<file path="src/rtl/phase_timer.sv">
// Phase timer for the two-road traffic-light controller: times the phase selected by
// the one-hot C1/C2/C3 strobes and returns a 1-clk W1/W2/W3 "phase expired" pulse.
// Ports: clk/reset (sync, active-low); C1..C3 phase select; car2 side-road detector;
//        hold freezes the timer; W1..W3 expiry pulses; count, car_pending, sel_err status.
module phase_timer #(
  parameter int CW = 4,
  parameter int T1 = 8,
  parameter int T2 = 3,
  parameter int T3 = 5
) (
  input  logic          clk,
  input  logic          reset,
  input  logic          C1,
  input  logic          C2,
  input  logic          C3,
  input  logic          car2,
  input  logic          hold,
  output logic          W1,
  output logic          W2,
  output logic          W3,
  output logic [CW-1:0] count,
  output logic          car_pending,
  output logic          sel_err
);

  localparam logic [2:0] SEL_MAIN = 3'b001;
  localparam logic [2:0] SEL_YEL  = 3'b010;
  localparam logic [2:0] SEL_SIDE = 3'b100;

  logic [2:0]    sel;
  logic          entry;
  logic          one_hot;
  logic [CW-1:0] lim_m1;

  logic [2:0]    sel_q, sel_d;
  logic [CW-1:0] count_q, count_d;
  logic          fired_q, fired_d;
  logic [2:0]    w_q, w_d;
  logic          car_pending_q, car_pending_d;
  logic          sel_err_q, sel_err_d;

  always_comb begin
    sel     = {C3, C2, C1};
    entry   = (sel != sel_q);
    one_hot = (sel == SEL_MAIN) || (sel == SEL_YEL) || (sel == SEL_SIDE);

    // Terminal count for the selected phase; illegal selects never reach expiry.
    case (sel)
      SEL_MAIN: lim_m1 = CW'(T1 - 1);
      SEL_YEL:  lim_m1 = CW'(T2 - 1);
      default:  lim_m1 = CW'(T3 - 1);
    endcase

    sel_d         = sel;
    count_d       = count_q;
    fired_d       = fired_q;
    w_d           = 3'b000;
    car_pending_d = car_pending_q;
    sel_err_d     = sel_err_q | ~one_hot;

    // Request latch: entering side-green consumes the request, and wins over a new one.
    if (!hold && car2) car_pending_d = 1'b1;
    if (entry && (sel == SEL_SIDE)) car_pending_d = 1'b0;

    if (sel_err_d) begin
      // Illegal select seen: timer parked at zero, no expiry until reset.
      count_d = '0;
    end else if (entry) begin
      count_d = '0;
      fired_d = 1'b0;
    end else if (!hold) begin
      if (count_q < lim_m1) begin
        count_d = count_q + 1'b1;
      end else if (!fired_q && ((sel != SEL_MAIN) || car_pending_q)) begin
        // One pulse per phase; main green additionally waits for a side request.
        w_d     = sel;
        fired_d = 1'b1;
      end
    end
  end

  always_ff @(posedge clk) begin
    if (!reset) begin
      sel_q         <= 3'b000;
      count_q       <= '0;
      fired_q       <= 1'b0;
      w_q           <= 3'b000;
      car_pending_q <= 1'b0;
      sel_err_q     <= 1'b0;
    end else begin
      sel_q         <= sel_d;
      count_q       <= count_d;
      fired_q       <= fired_d;
      w_q           <= w_d;
      car_pending_q <= car_pending_d;
      sel_err_q     <= sel_err_d;
    end
  end

  assign W1          = w_q[0];
  assign W2          = w_q[1];
  assign W3          = w_q[2];
  assign count       = count_q;
  assign car_pending = car_pending_q;
  assign sel_err     = sel_err_q;

endmodule
</file>
<file path="config.mk">
export PLATFORM = sky130hd
export DESIGN_NAME = phase_timer
export DESIGN_NICKNAME = d
export VERILOG_FILES = /design/src/rtl/phase_timer.sv
export SDC_FILE = /design/constraint.sdc
export NUM_CORES = 1
export LEC_CHECK = 0
export CELL_PAD_IN_SITES_DETAIL_PLACEMENT = 0
export CELL_PAD_IN_SITES_GLOBAL_PLACEMENT = 1
export CORE_ASPECT_RATIO = 1.2
export CORE_MARGIN = 1
export CORE_UTILIZATION = 25
export CTS_BUF_LIST = sky130_fd_sc_hd__clkbuf_8
export CTS_CLUSTER_SIZE = 24
export DETAILED_ROUTE_END_ITERATION = 8
export GPL_ROUTABILITY_DRIVEN = 0
export GPL_TIMING_DRIVEN = 0
export HOLD_SLACK_MARGIN = 0.02
export PLACE_DENSITY = 0.66
export SLEW_MARGIN = 20
export SYNTH_ARGS = -nofsm -noshare
export SYNTH_HDL_FRONTEND = slang
export SYNTH_SLANG_ARGS = --single-unit
</file>
<file path="constraint.sdc">
create_clock -name clk -period 2 [get_ports clk]
set_input_delay 0.3 -clock clk [delete_from_list [all_inputs] [get_ports clk]]
set_output_delay 0.3 -clock clk [all_outputs]
set_load 0.03 [all_outputs]
</file>
==> impl_metrics.ini, run 1 <==
[critical_path]
start_kind = input pin
critical_path.top_delay_family = compound AO/OA/AOI/OAI gates
crit_type = in2reg
crit_buf_inv = 2
cp.required_ps = 2170
arrival_ps = 1910
worst_setup_path_end_kind = flop
r2r-end = count[2]$_SDFFE_PP0P_
worst-path-max-fanout = 7
r2r_cells = 5
max_stage_delay_ps = 350
r2r_slack_ps = 350
r2r-start = count[2]$_SDFFE_PP0P_
crit_path_cell_trace = buf_2 > inv_1 > nor3_1 > ha_1 > a211oi_4 > o21ai_2 > or3_1 > a21oi_1
cpMaxStageDelayCell = or3_1

[clock_tree]
clk_latency_ps = 240
clk_path_buf_depth = 2
cts_setup_buffers = 0
cts_resized = 0
cts_tree = done
post_cts_hold_buffer_count = 0
ctsHtreeMaxLevel = 1
cts_buffers = 3
cts.clk_slew.worst_paths_ps = 60
clock_sinks = 13
cts-root-buf = clkbuf_8

[timing]
final_max_slew_viol_count = 0
setup-violations-final = 0
fin_skew_ps = 3.69
rsz0062_at_grt = false
fin_crit_sh = 0.870
min_period_ps = 1740
tns_ps = 0
fmax_mhz = 574
slew_headroom = 0.743
tightest_slew_ps = 384
finalHoldViolCount = 0

[floorplan]
start_util = 0.275
die_h_um = 58.0
io_pins = 16
core_um2 = 2380
row_count = 19
fp.dieW_um = 48.7
dieArea_um2 = 2820

[synthesis]
synth_cells = 67
synth_warnings = 0
synth-edff-count = 0
post-synth-top-area-cell = dfxtp_1
syn-cell-area_um2 = 653
syn_area_per_cell_um2 = 9.75
ys_ff_latch = 13
synthFlopType = dfxtp_1
synth_common_cells = 13 x dfxtp_1, 6 x nor2_1, 5 x xor2_1
ys_types = 31
synth_fp_nets = 77
ys_seq_area_frac = 0.398
synthArstFlopShare = 0
synth_top_area_frac = 0.398
yosysMostFrequentCell = dfxtp_1
synth_top_cells_by_area = dfxtp_1 40%, xor2_1 6.7%, ha_1 5.7%

[routing]
drt_iter0_drc = 5
routedWlPerCell_um = 11.4
wirelength_um = 1300
dr.pass1.iters = 4
drc = 0
detail-route-antenna-nets = 0
viasPerCell = 4.39
num_vias = 501

[layout]
syn_to_final_growth_pct = 31.2
finish.utilization = 0.361
nNetsFinal = 94
n_antenna_cell = 0
nFillCells = 259
layout-drive-gt1-share = 0.157

[pwr]
ir_drop_mv = 0.329
power.leakage_nw = 0.359
powerDensity_nw_per_um2 = 667

[global_routing]
antenna_found_initial = 0
grt_usage = 0.109
grt_max_degree = 10
grt_pass1_wl_um = 2300
grt_overflow = 0
grt_pass1_vias = 511

[placement]
io_buffers = 12
dp_hpwl_um = 971

[min_path]
min_from = C3
min_path_cells = 2
hp-class = in2reg
min_to = sel_q[2]$_SDFF_PN0_

[job]
drv_cap = 0

[status]
outcome = finished, final reports clean
## layout make-up
| type | instances | area (um^2) | share of cell area |
|---|---|---|---|
| plain buffers | 3 | 23.8 | 0.0277 |
| clock buffers | 3 | 41.3 | 0.0482 |
| clock inverters | 1 | 3.75 | 0.00438 |
| inverters | 4 | 15.0 | 0.0175 |
| multi-input cells | 47 | 354 | 0.413 |
| flip-flops and latches | 13 | 260 | 0.304 |
| well taps | 31 | 38.8 | 0.0453 |
| repair buffers | 12 | 120 | 0.140 |
## kinds of logic after synthesis
group,count (synthesis),synth area share
AOI/OAI and AO/OA,12,0.140
DFF,13,0.398
muxes,1,0.0153
buffers and inverters,7,0.0594
and+or+nand+nor,26,0.262
xor gates and xnor gates,5,0.0670
adders and majority gates,3,0.0575
## cells in the final DEF, fill, tap and decap left out, drive strengths merged
cell type,instances
a31oi,2
o21ba,1
nor3b,1
nor2b,1
nand3b,1
nor2,6
nand3,2
o21ai,3
nor3,5
o211ai,1
clkdlybuf4s50,12
a21o,1
nor4b,2
mux2i,1
buf,3
ha,3
nor4,1
or3,1
a21oi,3
inv,5
a211oi,1
and2,3
xor2,5
dfxtp,13
clkbuf,3
nand2,3
## report_power, final
part	leakage [nW]	internal (W)	switching, W
Clock	0.0269	0.000135	0.0000897
Combinational	0.226	0.0000337	0.0000420
Sequential	0.106	0.000266	0.00000453
## stage by stage
stage / power, W / instance area [um^2] / std cells / setup slack [ps] / hold WS, ps
after detailed placement: 0.000352 / 812 / 110 / 8.56 / 471
after CTS: 0.000585 / 857 / 114 / 241 / 325
after floorplan: 0.000329 / 653 / 67 / 151 / 427
after global routing: 0.000606 / 857 / 114 / 137 / 334
final: 0.000571 / 857 / 114 / 259 / 329
after global placement: 0.000352 / 812 / 110 / 14.7 / 475
## worst max path at each step
| stage | from | end | depth (start not counted) | slack, ps |
|---|---|---|---|---|
| after global placement | C2 | count[2]$_SDFFE_PP0P_ | 8 | 10 |
| after floorplan | C2 | count[2]$_SDFFE_PP0P_ | 8 | 150 |
| after global routing | C2 | count[2]$_SDFFE_PP0P_ | 8 | 140 |
| after detailed placement | C2 | count[2]$_SDFFE_PP0P_ | 8 | 9 |
| after CTS | C2 | count[2]$_SDFFE_PP0P_ | 8 | 240 |
| final | C2 | count[2]$_SDFFE_PP0P_ | 8 | 260 |
## state kept, by name, indices dropped and copies added (netlist names)
signal / count
sel_err: 1
car_pending: 1
w_q: 3
count: 4
fired_q: 1
sel_q: 3
## routing by layer
layer | up-vias | global-route usage | share of wire
met3 | 2 | 0.0184 | 0.040
met5 | - | 0 | 0
met1 | 223 | 0.137 | 0.50
met4 | 0 | 0.0630 | 0.0093
li1 | 264 | - | -
met2 | 12 | 0.177 | 0.45
Power figures use the tool's default switching activity.
==> inputs of run 2 (changes only) <==
Settings changed: GPL_ROUTABILITY_DRIVEN 0 to 1, SETUP_SLACK_MARGIN set to 0.5.
==> impl_metrics.ini, run 2 (same netlist as run 1, synthesis figures left out) <==
[status]
outcome = finished, final reports clean

[critical_path]
r2r_cells = 5
worst-path-max-fanout = 8
cpMaxStageDelayCell = or3_1
crit_path_cell_trace = buf_12 > nor3_4 > ha_4 > a211oi_4 > o21ai_2 > or3_1 > a21oi_1
max_stage_delay_ps = 320
arrival_ps = 1680
worst_setup_path_end_kind = flop
crit_type = in2reg
cp.required_ps = 2170
start_kind = input pin

[clock_tree]
clk_latency_ps = 240
cts_buffers = 3
ctsHtreeMaxLevel = 1
cts-root-buf = clkbuf_8
clk_path_buf_depth = 2
post_cts_hold_buffer_count = 0
cts.clk_slew.worst_paths_ps = 60
clock_sinks = 13
cts_tree = done

[timing]
rsz0062_at_grt = true
min_period_ps = 1510
tightest_slew_ps = 304
slew_headroom = 0.798
fmax_mhz = 661
final_max_slew_viol_count = 0
finalHoldViolCount = 0
setup-violations-final = 0
fin_skew_ps = 2.18
fin_crit_sh = 0.756
tns_ps = 0

[global_routing]
antenna_found_initial = 0
grt_usage = 0.128
grt_pass1_wl_um = 2680
grt_pass1_vias = 561
grt_max_degree = 10
grt_overflow = 0

[placement]
routabilityCongestion = 0.793
dp_hpwl_um = 1030
placedInstanceArea_um2 = 858
io_buffers = 12

[min_path]
hp-class = in2reg
min_path_cells = 2

[layout]
postLayoutCellArea_um2 = 971
largest_reg_flops = 4
layout_common_cells = 12 x dfxtp_1, 9 x dlygate4sd2_1, 6 x nor2_1, 4 x inv_1, 4 x xor2_1
layout-drive-gt1-share = 0.279
nNetsFinal = 97
syn_to_final_growth_pct = 48.7
final_common_cell = dfxtp_1
n_antenna_cell = 0

[pwr]
ir_drop_mv = 0.318
swShare = 0.251
power.switching_w = 0.000150
power.leakage_nw = 0.432
p_int_w = 0.000449
power.total_w = 0.000599
clkPwrFrac = 0.384
p_seq_frac = 0.449
power_frac_comb = 0.167
powerDensity_nw_per_um2 = 617

[floorplan]
row_count = 19
core_um2 = 2380
dieArea_um2 = 2820
start_util = 0.275
io_pins = 16
fp.dieW_um = 48.7
die_h_um = 58.0

[routing]
detail-route-antenna-nets = 0
drt_iter0_drc = 6
routedWlPerCell_um = 13.0
num_vias = 549
dr.pass1.iters = 4
drc = 0
wirelength_um = 1520
viasPerCell = 4.69

[job]
drv_cap = 0
[run 2: changes by cell type in the layout (fill, tap and decap cells not counted), moves of 2 or more]
cell,previous run,this run
ha_4,0,2
ha_1,3,1
nand2_2,0,2
nand2_1,3,1
clkdlybuf4s50_1,12,3
buf_12,0,3
buf_4,1,3
dlygate4sd2_1,0,9
[run 2: repair_timing]
| action | in CTS | in global routing |
|---|---|---|
| endpoints found under the setup margin | 13 | 8 |
| gates resized for setup | 14 | 7 |
| buffers inserted | 2 | 1 |
| pin swaps | 1 | 7 |
[run 2: final cells by class]
class / count / area (um^2)
Buffer: 3 / 60.1
Inverter: 4 / 17.5
Clock inverter: 1 / 3.75
Clock buffer: 3 / 41.3
Multi-Input combinational cell: 47 / 414
Tap cell: 31 / 38.8
Sequential cell: 13 / 264
Timing Repair Buffer: 15 / 131
Fill cell: 248 / 1410
[run 2: final timing paths]
check                              from                     to  slack [ps]
setup reg to reg  count[2]$_SDFFE_PP0P_  count[2]$_SDFFE_PP0P_         530
setup / recovery                     C3  count[2]$_SDFFE_PP0P_         490
hold reg to reg    fired_q$_SDFFE_PN0P_   fired_q$_SDFFE_PN0P_         480
hold / removal                       C3    sel_q[2]$_SDFF_PN0_         310
[run 2: per-layer routing]
layer	track usage	share of wire
met5	0	0
met3	0.0446	0.058
met1	0.145	0.43
met2	0.224	0.50
met4	0.0378	0.0092
[run 2: power groups by stage]
stage | logic (W) | clock network, W | registers (W)
floorplan | 0.0000552 | 0 | 0.000282
global placement | 0.0000846 | 0 | 0.000276
detailed placement | 0.0000856 | 0 | 0.000276
CTS | 0.0000933 | 0.000234 | 0.000270
global route | 0.000108 | 0.000256 | 0.000270
finish | 0.0000999 | 0.000230 | 0.000269
[run 2: worst max-delay path, delay by kind of cell]
family                   cells  cell delay, ps
AND/OR/NAND/NOR              2             540
AO/OA/AOI/OAI                3             470
adder cells (fa/ha/maj)      1             250
buffers and inverters        1             110
[run 2: per-stage QoR]
step / util / hold WS (ps) / cells / worst slack [ps]
after floorplan: - / 427 / 67 / 326
final: 0.408 / 310 / 117 / 488
after global routing: 0.408 / 310 / 117 / 437
after detailed placement: 0.361 / 467 / 110 / 159
after global placement: 0.361 / 462 / 110 / 210
after CTS: 0.396 / 316 / 116 / 501
==> patch: new RTL, config.mk and constraints of run 1 <==
Make the reset (`reset`) asynchronous in one clocked block.
--- a/src/rtl/phase_timer.sv
+++ b/src/rtl/phase_timer.sv
@@ -79,7 +79,7 @@
     end
   end
 
-  always_ff @(posedge clk) begin
+  always_ff @(posedge clk or negedge reset) begin
     if (!reset) begin
       sel_q         <= 3'b000;
       count_q       <= '0;
Formal check against the unedited RTL: differs if reset is asserted again (counterexample within 4 cycles, from zero or initial values and one cycle with reset low); with reset held inactive, the same outputs for 10 cycles.
==> patch against run 1 <==
- global-route usage grew 2.2 points
- power is 1.5% higher
- area after synthesis rose by 0.19%
- worst setup slack worse by 0.21 ns
- cell area is 11% higher
- register-to-register slack worse by 0.30 ns
- synthesized cell count is 10% lower
- sequential cell count unchanged
- wire length is 22% higher
==> patch: results (changes against run 1) <==
* Status: complete, no violations
* Vias in the first global route at 589 (+15%)
* Lkg Pwr at 0.427 nW (+19%)
* Async set or reset register ratio after synthesis at 1.00 (+1.00)
* Total setup buffers inserted after CTS at 7 (+7)
* GR Layer Usage met2 at 0.234 (+0.0575)
* Share of layout cells above drive strength 1 at 0.271 (+0.114)
* Post-Synth Adder-Cell Area at 0.0574 (-0.000110)
* Critical path arrival at 2.12 ns (+0.21 ns)
* Synth cell count leaders: 13 x dfrtp_1, 6 x nor2_1
* Seq. cell area at 327 µm² (+25%)
* RR Startpoint: count[0]
* Largest net degree at the start of global routing at 14 (+4)
* Final wirelength at 1580 µm (+22%)
* Ranking of synthesized cells by area: dfrtp_1 50%, ha_1 5.7%, xnor2_1 4.0%
* All-Layer GR Usage at 0.131 (+0.0216)
* Setup Skew at 0.00194 ns (-0.00175 ns)
* Peak supply drop at 0.375 mV (+14%)
* Vias per inst at 4.78 (+8.7%)
* Final Net Count at 96 (+2.1%)
* DP HPWL at 980 µm (+0.93%)
* Post-Synth XOR/XNOR Area at 0.0803 (+0.0133)
* Inverters at 2 (-2)
* Max stage delay on crit path at 0.50 ns (+0.15 ns)
* Sequential fraction of the synthesis area at 0.497 (+0.0987)
* Buffers excl. clock at 24 (+9)
* Fmax at 513 MHz (-11%)
[patch: cells by family after synthesis]
logic type,after synthesis
AO/OA/AOI/OAI,10
XOR/XNOR,6
adder cells (fa/ha/maj),3
buffers and inverters,5
flip-flops,13
multiplexers,1
AND/OR/NAND/NOR,22
[patch: worst min path at each step]
stage	startpoint	slack (ns)	cells after the start	to
finish	C2	0.26	1	sel_q[1]
global route	C2	0.27	1	sel_q[1]
CTS	C2	0.32	1	sel_q[1]
detailed placement	fired_q	0.53	1	fired_q
global placement	fired_q	0.53	1	fired_q
floorplan	reset	0.004	0	car_pending
[patch: per-stage QoR]
stage	area, µm²	hold WS [ns]	power, mW	instances
after floorplan	659	0.00441	0.319	60
after global placement	848	0.528	0.349	106
after detailed placement	848	0.529	0.351	106
after CTS	952	0.324	0.589	117
after global routing	948	0.272	0.606	116
final	948	0.259	0.580	116
[patch: power by group]
group	leakage (nW)	switching (mW)	internal, mW
clock	0.0269	0.0916	0.135
combinational	0.236	0.0413	0.0382
sequential	0.165	0.00369	0.270
